File: src/rtl/mem_if_pkg.sv
// Shared definitions for the single-port vld/rdy memory interface.
// Holds the default address/data widths used by the pattern master,
// the memory responder and the bench, plus the master's FSM state type.
package mem_if_pkg;

  localparam int DEF_ADDR_WIDTH = 8;
  localparam int DEF_DATA_WIDTH = 16;

  typedef enum logic [2:0] {
    IDLE,
    WR,
    RD,
    RCHK,
    DONE
  } state_e;

endpackage

File: src/rtl/mem_pattern_master.sv
// mem_pattern_master: requester-side built-in self-test engine.
// On start it writes pattern seed+k to addresses base+k (k = 0..len-1,
// address and data both wrap), then reads every location back one at a
// time and compares it against the same pattern.
//
// Ports:
//   clk, rst_n        clock (rising edge), asynchronous active-low reset
//   start_i           start request, only looked at in IDLE
//   base_i/len_i/seed_i  first address, location count (0..2^AW), pattern seed
//   busy_o            run in progress (cycle after start through DONE)
//   done_o            one-cycle completion pulse
//   pass_o            last run had zero mismatches
//   err_cnt_o         mismatch count of the last run
//   first_err_addr_o  address of the first mismatch (0 if none)
//   vld_o/wr_o/addr_o/wdata_o  request side of the memory interface
//   rdy_i/rdata_i     responder ready and read data
module mem_pattern_master
  import mem_if_pkg::*;
#(
  parameter int ADDR_WIDTH = DEF_ADDR_WIDTH,
  parameter int DATA_WIDTH = DEF_DATA_WIDTH
) (
  input  logic                  clk,
  input  logic                  rst_n,
  input  logic                  start_i,
  input  logic [ADDR_WIDTH-1:0] base_i,
  input  logic [ADDR_WIDTH:0]   len_i,
  input  logic [DATA_WIDTH-1:0] seed_i,
  output logic                  busy_o,
  output logic                  done_o,
  output logic                  pass_o,
  output logic [ADDR_WIDTH:0]   err_cnt_o,
  output logic [ADDR_WIDTH-1:0] first_err_addr_o,
  output logic                  vld_o,
  output logic                  wr_o,
  output logic [ADDR_WIDTH-1:0] addr_o,
  output logic [DATA_WIDTH-1:0] wdata_o,
  input  logic                  rdy_i,
  input  logic [DATA_WIDTH-1:0] rdata_i
);

  state_e                state, state_n;
  logic [ADDR_WIDTH-1:0] k, k_n;
  logic [ADDR_WIDTH-1:0] base_r, base_n;
  logic [ADDR_WIDTH:0]   len_r, len_n;
  logic [DATA_WIDTH-1:0] seed_r, seed_n;
  logic [ADDR_WIDTH:0]   err_n;
  logic [ADDR_WIDTH-1:0] first_n;
  logic                  pass_n;
  logic                  busy_n, done_n, vld_n, wr_n;
  logic [ADDR_WIDTH-1:0] addr_n;
  logic [DATA_WIDTH-1:0] wdata_n;
  logic                  last;
  logic [ADDR_WIDTH-1:0] cur_addr;
  logic [DATA_WIDTH-1:0] cur_pattern;

  // Every output is a flop; the combinational block computes the value
  // each one takes after the next edge, derived from the next state so
  // that vld_o/wr_o/addr_o line up with the state they belong to.
  always_ff @(posedge clk or negedge rst_n) begin
    if (!rst_n) begin
      state            <= IDLE;
      k                <= '0;
      base_r           <= '0;
      len_r            <= '0;
      seed_r           <= '0;
      err_cnt_o        <= '0;
      first_err_addr_o <= '0;
      pass_o           <= 1'b0;
      busy_o           <= 1'b0;
      done_o           <= 1'b0;
      vld_o            <= 1'b0;
      wr_o             <= 1'b0;
      addr_o           <= '0;
      wdata_o          <= '0;
    end else begin
      state            <= state_n;
      k                <= k_n;
      base_r           <= base_n;
      len_r            <= len_n;
      seed_r           <= seed_n;
      err_cnt_o        <= err_n;
      first_err_addr_o <= first_n;
      pass_o           <= pass_n;
      busy_o           <= busy_n;
      done_o           <= done_n;
      vld_o            <= vld_n;
      wr_o             <= wr_n;
      addr_o           <= addr_n;
      wdata_o          <= wdata_n;
    end
  end

  // Next-state and next-output logic. While WR or RD waits on rdy_i
  // nothing that feeds addr/wdata moves, so the request stays stable.
  always_comb begin
    state_n     = state;
    k_n         = k;
    base_n      = base_r;
    len_n       = len_r;
    seed_n      = seed_r;
    err_n       = err_cnt_o;
    first_n     = first_err_addr_o;
    pass_n      = pass_o;
    last        = ({1'b0, k} == (len_r - (ADDR_WIDTH+1)'(1)));
    cur_addr    = base_r + k;
    cur_pattern = seed_r + DATA_WIDTH'(k);

    case (state)
      IDLE: begin
        if (start_i) begin
          base_n  = base_i;
          len_n   = len_i;
          seed_n  = seed_i;
          err_n   = '0;
          first_n = '0;
          pass_n  = 1'b0;
          k_n     = '0;
          state_n = (len_i == '0) ? DONE : WR;
        end
      end
      WR: begin
        if (rdy_i) begin
          if (last) begin
            k_n     = '0;
            state_n = RD;
          end else begin
            k_n = k + ADDR_WIDTH'(1);
          end
        end
      end
      RD: begin
        if (rdy_i) state_n = RCHK;
      end
      RCHK: begin
        // Read data is valid at the end of this cycle.
        if (rdata_i != cur_pattern) begin
          err_n = err_cnt_o + (ADDR_WIDTH+1)'(1);
          if (err_cnt_o == '0) first_n = cur_addr;
        end
        if (last) begin
          state_n = DONE;
        end else begin
          k_n     = k + ADDR_WIDTH'(1);
          state_n = RD;
        end
      end
      DONE: begin
        state_n = IDLE;
      end
      default: begin
        state_n = IDLE;
      end
    endcase

    // pass is settled on entry to DONE so it is valid alongside done_o.
    if (state_n == DONE) pass_n = (err_n == '0);

    busy_n  = (state_n != IDLE);
    done_n  = (state_n == DONE);
    vld_n   = (state_n == WR) || (state_n == RD);
    wr_n    = (state_n == WR);
    addr_n  = base_n + k_n;
    wdata_n = seed_n + DATA_WIDTH'(k_n);
  end

endmodule

File: config.mk
export PLATFORM = sky130hd
export DESIGN_NAME = mem_pattern_master
export DESIGN_NICKNAME = d
export VERILOG_FILES = /design/src/rtl/mem_if_pkg.sv /design/src/rtl/mem_pattern_master.sv
export SDC_FILE = /design/constraint.sdc
export NUM_CORES = 1
export LEC_CHECK = 0
export CORE_ASPECT_RATIO = 2
export CORE_UTILIZATION = 65
export DETAILED_ROUTE_END_ITERATION = 6
export DONT_BUFFER_PORTS = 1
export PLACE_DENSITY = 0.81
export SLEW_MARGIN = 20
export SYNTH_ARGS = -nofsm -noshare
export SYNTH_HDL_FRONTEND = slang
export SYNTH_SLANG_ARGS = --single-unit
export TNS_END_PERCENT = 20
File: constraint.sdc
create_clock -name clk -period 9.8 [get_ports clk]
set_input_delay 0.98 -clock clk [delete_from_list [all_inputs] [get_ports clk]]
set_output_delay 0.98 -clock clk [all_outputs]
set_load 0.01 [all_outputs]
# Word level (Yosys, flattened, before mapping)
# Index checks and enable logic that the tools add are counted.
op_classes:
  addsub: 7
  eq_ne: 11
  muxes: 26
  n_reduce_logical: 12
ops:
  columns: ["op", "count"]
  rows:
  - ["$mux 8", 9]
  - ["$add 16x8->16", 2]
  - ["$mux 16", 2]
  - ["$logic_not 9->1", 3]
  - ["$pmux 8 s3", 1]
  - ["$mux 3", 6]
  - ["$mux 9", 2]
  - ["$pmux 9 s2", 1]
  - ["$add 8x8->8", 2]
  - ["$ne 16x16->1", 1]
  - ["$pmux 8 s2", 1]
  - ["$pmux 3 s4", 1]
  - ["$add 9x1->9 const B", 1]
  - ["$eq 3x2->1 const B", 3]
  - ["$eq 8x9->1", 1]
  - ["$sub 9x1->9 const B", 1]
  - ["$add 8x1->8 const B", 1]
  - ["$eq 3x1->1 const B", 2]
  - ["$ne 2x2->1 const B", 3]
  - ["$reduce_bool 2->1", 3]
  - ["$reduce_and 2->1", 2]
  - ["$reduce_and 4->1", 1]
  - ["$eq 3x3->1 const B", 1]
  - ["$logic_not 3->1", 1]
  - ["other kinds (3)", 5]
totals:
  ff_bits: 90
  input_bits: 53
  output_inout_bits: 46
  elab_cells: 70

# Longest topological paths before layout
# Gate-level depths: netlist (run 1).
depth:
  depth_word: 8
  mapped_depth: 20
  ltp_nobuf: 20

# Worst setup path before layout (run 1)
# Ideal clock, no wire load.
synth_path:
  path_kind: "register to register"
  startpoint: "register len_r[0]"
  endpoint: "register wdata_o[9]"
  setup_time_ps: 122
  arrival_time_ps: 4577
  setup_slack_ps: 5101
  stages_incl_launch_ff: 21
  path_buffers: 1
  path_cell_list: "dfrtp_1 > inv_1 > ha_1 > or3b_4 > or4_4 > a211oi_2 > a211oi_2 > nor2_1 > clkbuf_1 > nand2_1 > o21ai_0 > a21oi_1 > o31ai_1 > ha_1 > a21oi_1 > inv_1 > a2111oi_0 > nor2_1 > a41o_1 > o21a_1 > xor2_1"
synth_between:
  elab_chain_len: 6
synth_rtl:
  columns: ["element", "line_no", "source"]
  rows:
  - ["from (decl)", "mem_pattern_master.sv:45", "logic [ADDR_WIDTH:0] len_r, len_n;"]
  - ["from (signal assigned)", "mem_pattern_master.sv:80", "len_r <= len_n;"]
  - ["$sub 9x1->9 *", "mem_pattern_master.sv:105", "last = ({1'b0, k} == (len_r - (ADDR_WIDTH+1)'(1)));"]
  - ["$eq 8x9->1 *", "mem_pattern_master.sv:105", null]
  - ["$mux 8", "mem_pattern_master.sv:124", "if (last) begin"]
  - ["$mux 8", "mem_pattern_master.sv:123", "if (rdy_i) begin"]
  - ["$pmux 8 s3 *", "mem_pattern_master.sv:109", "case (state)"]
  - ["net k_n[2]", "mem_pattern_master.sv:43", "logic [ADDR_WIDTH-1:0] k, k_n;"]
  - ["$add 16x8->16 *", "mem_pattern_master.sv:164", "wdata_n = seed_n + DATA_WIDTH'(k_n);"]
  - ["net wdata_n[9]", "mem_pattern_master.sv:52", "logic [DATA_WIDTH-1:0] wdata_n;"]
  - ["to (signal assigned)", "mem_pattern_master.sv:90", "wdata_o <= wdata_n;"]
  - ["to (decl)", "mem_pattern_master.sv:37", "output logic [DATA_WIDTH-1:0] wdata_o,"]
# Mark *: on every way through the listed nets, which the timed path passes. The rest lies on a longest branch.
# A chain may end at the register's enable or synchronous reset.

# Final worst setup path (run 1)
layout_path:
  startpoint: "register len_r[0]"
  endpoint: "register wdata_o[11]"
# Same word-level chain as after synthesis.

==> summary.txt, run 1 <==
placed cell count: 644
status: finished, final reports clean
LEAKAGE: 0.00273 µW
post-synth top area share: 0.399
clk_skew: 0.00813 ns
Slew Viols, Final: 0
# diodes: 0
post-synthesis net count: 652
Core Util, Final: 0.722
asr flop ratio synth: 1.00
Final ANT Viol Nets: 0
register bit total from synthesis: 90
routed wire length: 13.7 mm
total power: 2090 µW
cts-stage hold buffer count: 0
dpl cell area: 5700 µm²
HP Class: in2async
H-tree depth: 3
gr usage total: 0.324
Finished Cell Area: 6030 µm²
CP Buf/Inv Count: 2
max cap viols: 0
postcts setup bufs: 0
Finished Layout Cells: 660
Critical Path Start Type: flip-flop
ys flop type: dfrtp_1
mean routed wirelength per cell: 20.7 µm
PortBufs: 0
first-pass iteration count of the detailed router: 5
fmax: 183 MHz
CP top delay family: compound AO/OA/AOI/OAI gates
Critical Path Sink Type: flip-flop
gpl congestion: 0.941
commonest non-fill, non-tap cell in the layout: dfrtp_1
Worst-Margin Slew: 0.815 ns
Placeable Area: 8350 µm²
final setup TNS: 0 ns
share of cells above drive strength 1: 0.114
Initial Util: 0.677
CP max stage cell: nor2_1
Mapped Cells: 562
P per Cell Area: 346 nW/µm²
Synth area leaders: dfrtp_1, ha_1, xnor2_1
CP peak stage delay: 0.56 ns
CTS root buffer: clkbuf_16
Clk Latency, worst-skew pair: 0.35 ns
CP cell instances: inv_1, ha_1, or3b_4, or4_4, a211oi_2, a211oi_2, nor2_1, nand2_1, o21ai_0, a21oi_1, o31ai_1, ha_1, a21oi_1, inv_1, a2111oi_0, nor2_1, a41o_1, o21ai_0, xnor2_1
setup violators final: 0
Resize count post-CTS: 0
CP Max Fanout: 12
pin count of the biggest net entering global routing: 91
vias per cell: 6.75
largest area contributor in the netlist: dfrtp_1
clk buf depth: 2
Yosys cell types: 75
vias in the first global route: 4693
worst endpoint required time: 10.07 ns
clk slew on worst S/H paths: 0.07 ns
CTS tree: done
CTS sink cnt: 90
Layout Nets: 647
DP HPWL: 10.3 mm
first-pass GRT wire length: 21.8 mm
register area share after synthesis: 0.399
RSZ-0062 raised after global routing: no
row cnt: 47
Die W: 67.9 µm
Syn Std Cell Area: 5650 µm²
I/O pin cnt: 99
Fin. Hold Viols: 0
fin crit share: 0.557
Fill cells: 618
Slew headroom: 0.449
Yosys warnings: 0
maximum vdd ir drop: 0.222 mV
CP Class: reg2reg
die area: 9090 µm²
initial antenna violation count: 0
syn avg cell area: 10.1 µm²
Crit path arrival time: 5.73 ns
Vert. Die Dim: 134 µm
most frequent cells in the layout: dfrtp_1, nand2_1, xnor2_1
initial drt markers: 228
Post-synth EDFFs: 0
layout overhead on the synthesized area: 6.71%
CTS Buf Count: 9
Final min period: 5.46 ns
Overflow after GRT: 0
via count: 4453
DRC: 0
## kinds of logic (layout without fill, tap and decap cells)
group / after synthesis / count (layout) / synth area share
adders and majority gates: 39 / 39 / 0.0912
buffers and inverters: 36 / 36 / 0.0270
and+or+nand+nor: 163 / 163 / 0.153
DFF: 90 / 90 / 0.399
AOI/OAI and AO/OA: 149 / 149 / 0.186
xor gates and xnor gates: 56 / 56 / 0.0868
muxes: 29 / 29 / 0.0571
## routing by layer
layer,track usage,part of all wire
met2,0.566,0.54
met3,0.0791,0.059
met5,0,0
met1,0.322,0.35
met4,0.205,0.056
## worst paths after layout
check,to,depth (start not counted),startpoint,slack [ns]
max,wdata_o[11],19,len_r[0],4.34
min,addr_o[2],0,rst_n,0.32
max reg2reg,wdata_o[11],19,len_r[0],4.34
min reg2reg,base_r[0],1,base_r[0],0.54
max in group asynchronous,len_r[8],0,rst_n,9.37
min in group clk,base_r[0],1,base_r[0],0.54
## area by class of cell
type                            instances  area (µm²)  share of cell area
Multi-Input combinational cell        436        3250               0.538
Sequential cell                        90        2250               0.374
Clock buffer                            9         225              0.0374
Tap cell                               98         123              0.0203
Clock inverter                          7         101              0.0168
Inverter                               18        67.6              0.0112
Timing Repair Buffer                    2        15.0             0.00249
## sequential cells by signal, indices dropped and copies added, names as in the netlist
register and cells:
k 8, busy_o 1, vld_o 1, wdata_o 16, err_cnt_o 9, seed_r 16
first_err_addr_o 8, base_r 8, addr_o 8, done_o 1, len_r 9, state 3
wr_o 1, pass_o 1
## cells in the mapped netlist (3+ instances only)
cell type,instances
o21bai_1,5
o211ai_1,3
or4_1,3
fa_1,4
ha_1,33
a211oi_2,3
a22o_1,6
a31oi_1,8
and2_1,4
o31ai_1,9
nand4_1,7
nor3_1,9
mux2i_1,3
o21ai_0,26
a211o_1,6
dfrtp_1,90
xnor2_1,37
clkbuf_1,12
nor2b_1,3
nand3_1,14
xor2_1,19
o22a_1,3
nand2b_1,4
and3_1,15
a211oi_1,5
nor2_1,29
or3_1,3
nor4_1,6
mux2_2,26
nand2_1,45
a21o_1,18
a21oi_1,32
inv_1,17
## stage by stage
stage | worst slack (ns) | hold slack [ns]
final | 4.34 | 0.323
after global routing | 3.87 | 0.315
after CTS | 4.35 | 0.317
after detailed placement | 4.41 | 0.524
after global placement | 4.69 | 0.518
after floorplan | 5.10 | 0.504
## where the power goes
part,internal [µW],total (µW),switching (µW),leakage (µW)
clock,226,375,149,0.000158
combinational,452,992,541,0.00146
sequential,529,721,191,0.00112
Note: power is estimated with default switching activity, not from simulation.
==> inputs of run 2 (changes only) <==
CORE_UTILIZATION = 58   (was 65)
PLACE_DENSITY = 0.76   (was 0.81)
clock period = 4.8 ns   (was 9.8 ns; I/O delays follow)
==> run 2 against run 1 <==
Power up 110%. Sequential power is 100% higher. Clock skew fell by 0.0017 ns. Critical endpoint is now wdata_o[12]. Count of clock-buffer cells in the layout is 1 higher. Combinational power grew 130%. First-iteration DRC count is 3.5% lower. Sequential cell count is the same.
==> summary.txt, run 2 (synthesis results as in run 1) <==
CTS Buf Count: 9
CP Buf/Inv Count: 1
FF-to-FF path depth: 19
worst endpoint required time: 5.03 ns
Finished Cell Area: 6290 µm²
Final min period: 4.73 ns
LEAKAGE: 0.00285 µW
Vert. Die Dim: 142 µm
final setup TNS: 0 ns
Critical Path Start Type: flip-flop
row cnt: 50
Critical Path Sink Type: flip-flop
H-tree depth: 3
vias in the first global route: 4782
CP Depth: 19
Crit. Startpoint: len_r[1]
share of cells above drive strength 1: 0.172
CP Class: reg2reg
CTS root buffer: clkbuf_16
routed wire length: 14.5 mm
Layout Nets: 667
maximum vdd ir drop: 0.378 mV
Worst path most repeated cell: ha_4
biggest regs: seed_r (16), wdata_o (16)
status: finished, final reports clean
PortBufs: 0
mean routed wirelength per cell: 21.2 µm
worst r2r src: len_r[1]
dpl cell area: 5820 µm²
P per Cell Area: 711 nW/µm²
RSZ-0062 raised after global routing: yes
max cap viols: 0
first-pass GRT wire length: 22.7 mm
Fin. Hold Viols: 0
layout overhead on the synthesized area: 11.4%
clk buf depth: 2
Die W: 71.8 µm
fin crit share: 0.985
I/O pin cnt: 99
Fill cells: 739
vias per cell: 6.66
Placeable Area: 9380 µm²
die area: 10200 µm²
initial drt markers: 220
commonest non-fill, non-tap cell in the layout: dfrtp_1
Slew headroom: 0.490
clk slew on worst S/H paths: 0.06 ns
fmax: 211 MHz
CTS sink cnt: 90
first-pass iteration count of the detailed router: 4
Final ANT Viol Nets: 0
CP top delay family: compound AO/OA/AOI/OAI gates
DRC: 0
CP max stage cell: or4_4
via count: 4566
CP Max Fanout: 5
Initial Util: 0.602
Overflow after GRT: 0
gr usage total: 0.295
gpl congestion: 0.894
clk_skew: 0.00639 ns
initial antenna violation count: 0
DP HPWL: 10.8 mm
Slew Viols, Final: 0
CTS tree: done
CP cell instances: inv_2, ha_4, or3b_4, or4_4, a211oi_4, a211oi_2, a211o_1, ha_4, o21ai_2, a22o_1, ha_2, fa_2, a21oi_2, nor2_2, o311ai_2, nand4b_1, a21o_1, a21oi_1, a31oi_1
# diodes: 0
pin count of the biggest net entering global routing: 91
Worst-Margin Slew: 0.758 ns
CP peak stage delay: 0.44 ns
WHS: 0.0300 ns
Clk Latency, worst-skew pair: 0.35 ns
most frequent cells in the layout: dfrtp_1, nand2_1, xnor2_1
setup violators final: 0
Crit path arrival time: 4.96 ns
HP Class: in2async
==> run 2: changes by cell type in the layout (fill, tap and decap cells not counted), moves of 3 or more <==
cell | before | now
buf_4 | 2 | 21
ha_1 | 33 | 30
o21ai_0 | 26 | 22
o21ai_1 | 1 | 4
==> run 2: report_power, final <==
group | total [µW] | internal, µW | switching (µW)
clock network | 787 | 478 | 310
registers | 1450 | 1080 | 367
logic | 2240 | 1030 | 1220
==> run 2: worst register-to-register path: stages, from the launching register on <==
cell	delay [ns]
dfrtp_1	0.42
inv_2	0.10
ha_4	0.15
or3b_4	0.39
or4_4	0.44
a211oi_4	0.24
a211oi_2	0.09
a211o_1	0.35
ha_4	0.29
o21ai_2	0.05
a22o_1	0.23
ha_2	0.22
fa_2	0.41
a21oi_2	0.21
nor2_2	0.08
o311ai_2	0.31
nand4b_1	0.14
a21o_1	0.27
a21oi_1	0.18
a31oi_1	0.05
==> run 2: per-stage QoR <==
stage / std cells / total power, µW / setup WS (ns) / util
after floorplan: 562 / 3000 / 0.101 / -
after global placement: 664 / 3430 / 0.123 / 0.620
after detailed placement: 664 / 3510 / -0.100 / 0.620
after CTS: 681 / 4360 / -0.000670 / 0.660
after global routing: 686 / 4760 / -0.117 / 0.671
final: 686 / 4480 / 0.0703 / 0.671
==> run 2: layout make-up <==
| class | instances | area, µm² | area share |
|---|---|---|---|
| clock buffer | 10 | 239 | 0.0380 |
| clock inverter | 6 | 97.6 | 0.0155 |
| inverter | 18 | 67.6 | 0.0107 |
| multi-input combinational | 436 | 3320 | 0.528 |
| sequential | 90 | 2250 | 0.358 |
| tap | 104 | 130 | 0.0207 |
| timing repair buffer | 22 | 185 | 0.0294 |
==> run 2: layer usage <==
metal | up-vias | GRT usage | part of all wire
li1 | 2105 | - | -
met4 | 0 | 0.186 | 0.056
met2 | 178 | 0.554 | 0.55
met1 | 2231 | 0.271 | 0.34
met3 | 52 | 0.0753 | 0.052
met5 | - | 0 | 0
==> run 2: path summary, 6_finish.rpt <==
kind,to,slack [ns]
worst min-delay path,first_err_addr_o[5],0.03
worst min register to register,first_err_addr_o[5],0.55
worst max register to register,wdata_o[12],0.07
max in group asynchronous,err_cnt_o[2],4.39
min in group clk,len_r[4],0.27
worst max-delay path,wdata_o[12],0.07
==> run 2: repair_timing <==
action | 4_1_cts | 5_1_grt
hold buffers | 1 | 0
pin swaps | 2 | 17
setup buffers | 0 | 5
gates resized for setup | 5 | 19
endpoints found under the setup margin | 8 | 9
hold endpoints to repair | 90 | 0
==> inputs of run 3 (changes only) <==
PLACE_DENSITY = 0.81   (was 0.76)
==> run 3 against run 2 <==
Register-to-register slack improved by 0.14 ns. Sequential share of layout area rose by 0.32 points. Fmax rose by 3.1%. Critical endpoint unchanged. First-iteration DRC count rose by 13%. Die area did not move. Worst setup slack improved by 0.14 ns. Combinational power fell by 3%. Sequential power barely moved. Largest power group unchanged. Non-clock buffer count fell by 1. Global-route usage fell by 0.55 points. Wire length fell by 5.8%.
==> summary.txt, run 3 (synthesis results as in run 1) <==
WHS: 0.0180 ns
clk buf depth: 2
CTS tree: done
Slew headroom: 0.330
die area: 10200 µm²
Initial Util: 0.602
Overflow after GRT: 0
Slew Viols, Final: 0
Placeable Area: 9380 µm²
maximum vdd ir drop: 0.394 mV
via count: 4465
PortBufs: 0
biggest regs: seed_r (16), wdata_o (16)
share of cells above drive strength 1: 0.164
DP HPWL: 10.5 mm
gr usage total: 0.289
Fin. Hold Viols: 0
max cap viols: 0
HP Class: in2async
Layout Nets: 666
I/O pin cnt: 99
CTS Buf Count: 9
routed wire length: 13.7 mm
gpl congestion: 0.951
fin crit share: 0.956
CP Max Fanout: 5
CTS sink cnt: 90
clk slew on worst S/H paths: 0.07 ns
worst endpoint required time: 5.02 ns
P per Cell Area: 691 nW/µm²
Final ANT Viol Nets: 0
Clk Latency, worst-skew pair: 0.35 ns
vias per cell: 6.52
commonest non-fill, non-tap cell in the layout: dfrtp_1
setup violators final: 0
Final min period: 4.59 ns
CP Class: reg2reg
RSZ-0062 raised after global routing: yes
mean routed wirelength per cell: 20.0 µm
fmax: 218 MHz
Critical Path Start Type: flip-flop
DRC: 0
most frequent cells in the layout: dfrtp_1, nand2_1, xnor2_1
Die W: 71.8 µm
pin count of the biggest net entering global routing: 91
Crit path arrival time: 4.81 ns
first-pass GRT wire length: 22.5 mm
status: finished, final reports clean
dpl cell area: 5850 µm²
layout overhead on the synthesized area: 10.4%
first-pass iteration count of the detailed router: 5
H-tree depth: 3
Finished Cell Area: 6240 µm²
vias in the first global route: 4693
postcts setup bufs: 0
Critical Path Sink Type: flip-flop
clk_skew: 0.00719 ns
LEAKAGE: 0.00282 µW
Worst-Margin Slew: 0.997 ns
# diodes: 0
FF-to-FF path depth: 19
initial antenna violation count: 0
CTS root buffer: clkbuf_16
Vert. Die Dim: 142 µm
initial drt markers: 249
row cnt: 50
run 3: cell types whose count changed in the layout (fill, tap and decap cells not counted), moves of 2 or more:
cell	delta
bufinv_16	-2
clkinv_4	-2
clkinvlp_4	+2
ha_1	+2
ha_4	-2
inv_1	+2
inv_2	-2
inv_6	+2
run 3: cell type report:
class | count | area (µm²)
Timing Repair Buffer | 21 | 178
Inverter | 18 | 67.6
Fill cell | 739 | 3150
Multi-Input combinational cell | 436 | 3310
Clock buffer | 10 | 239
Sequential cell | 90 | 2250
Clock inverter | 6 | 57.6
Tap cell | 104 | 130
run 3: per-stage QoR:
step	setup TNS, ns	std cells	worst slack [ns]	total power, µW	util
global route	-0.0285	685	-0.0202	4640	0.665
detailed placement	0	668	0.0407	3520	0.623
finish	0	685	0.210	4310	0.665
floorplan	0	562	0.101	3000	-
global placement	0	668	0.168	3430	0.623
CTS	0	685	0.0288	4250	0.658
run 3: layer usage:
layer	up-vias	wire length (µm)	share of wire	track usage
li1	2101	-	-	-
met1	2181	4820	0.35	0.285
met2	149	7640	0.56	0.523
met5	-	0	0	0
met3	34	692	0.051	0.0689
met4	0	546	0.040	0.189
run 3: worst paths after layout:
| path | from | to | slack (ns) |
|---|---|---|---|
| hold reg to reg | base_r[0] | base_r[0] | 0.54 |
| min in group clk | len_i[4] | len_r[4] | 0.25 |
| setup reg to reg | len_r[1] | wdata_o[12] | 0.21 |
| hold / removal | rst_n | first_err_addr_o[4] | 0.02 |
| max in group asynchronous | rst_n | len_r[3] | 4.40 |
| setup / recovery | len_r[1] | wdata_o[12] | 0.21 |
run 3: what timing repair did:
item	in CTS	in global routing
hold endpoints to repair	90	0
setup endpoints to repair	0	9
hold buffers	1	0
resized for setup	0	18
run 3: report_power, final:
part	internal, µW	total, µW	switching, µW
logic	1010	2170	1160
clock network	375	690	315
registers	1080	1450	368
total	2460	4310	1850
run 3: critical path: stages (launching register included):
cell and delay (ns):
dfrtp_1 0.42, inv_1 0.09, ha_1 0.17, or3b_4 0.41, or4_4 0.51, a211oi_4 0.24
a211oi_2 0.09, a211o_1 0.26, ha_1 0.27, o21ai_0 0.07, a22o_1 0.23, ha_2 0.20
fa_2 0.36, a21oi_2 0.15, nor2_1 0.08, o311ai_2 0.28, nand4b_1 0.17, a21o_1 0.25
a21oi_1 0.17, a31oi_1 0.06
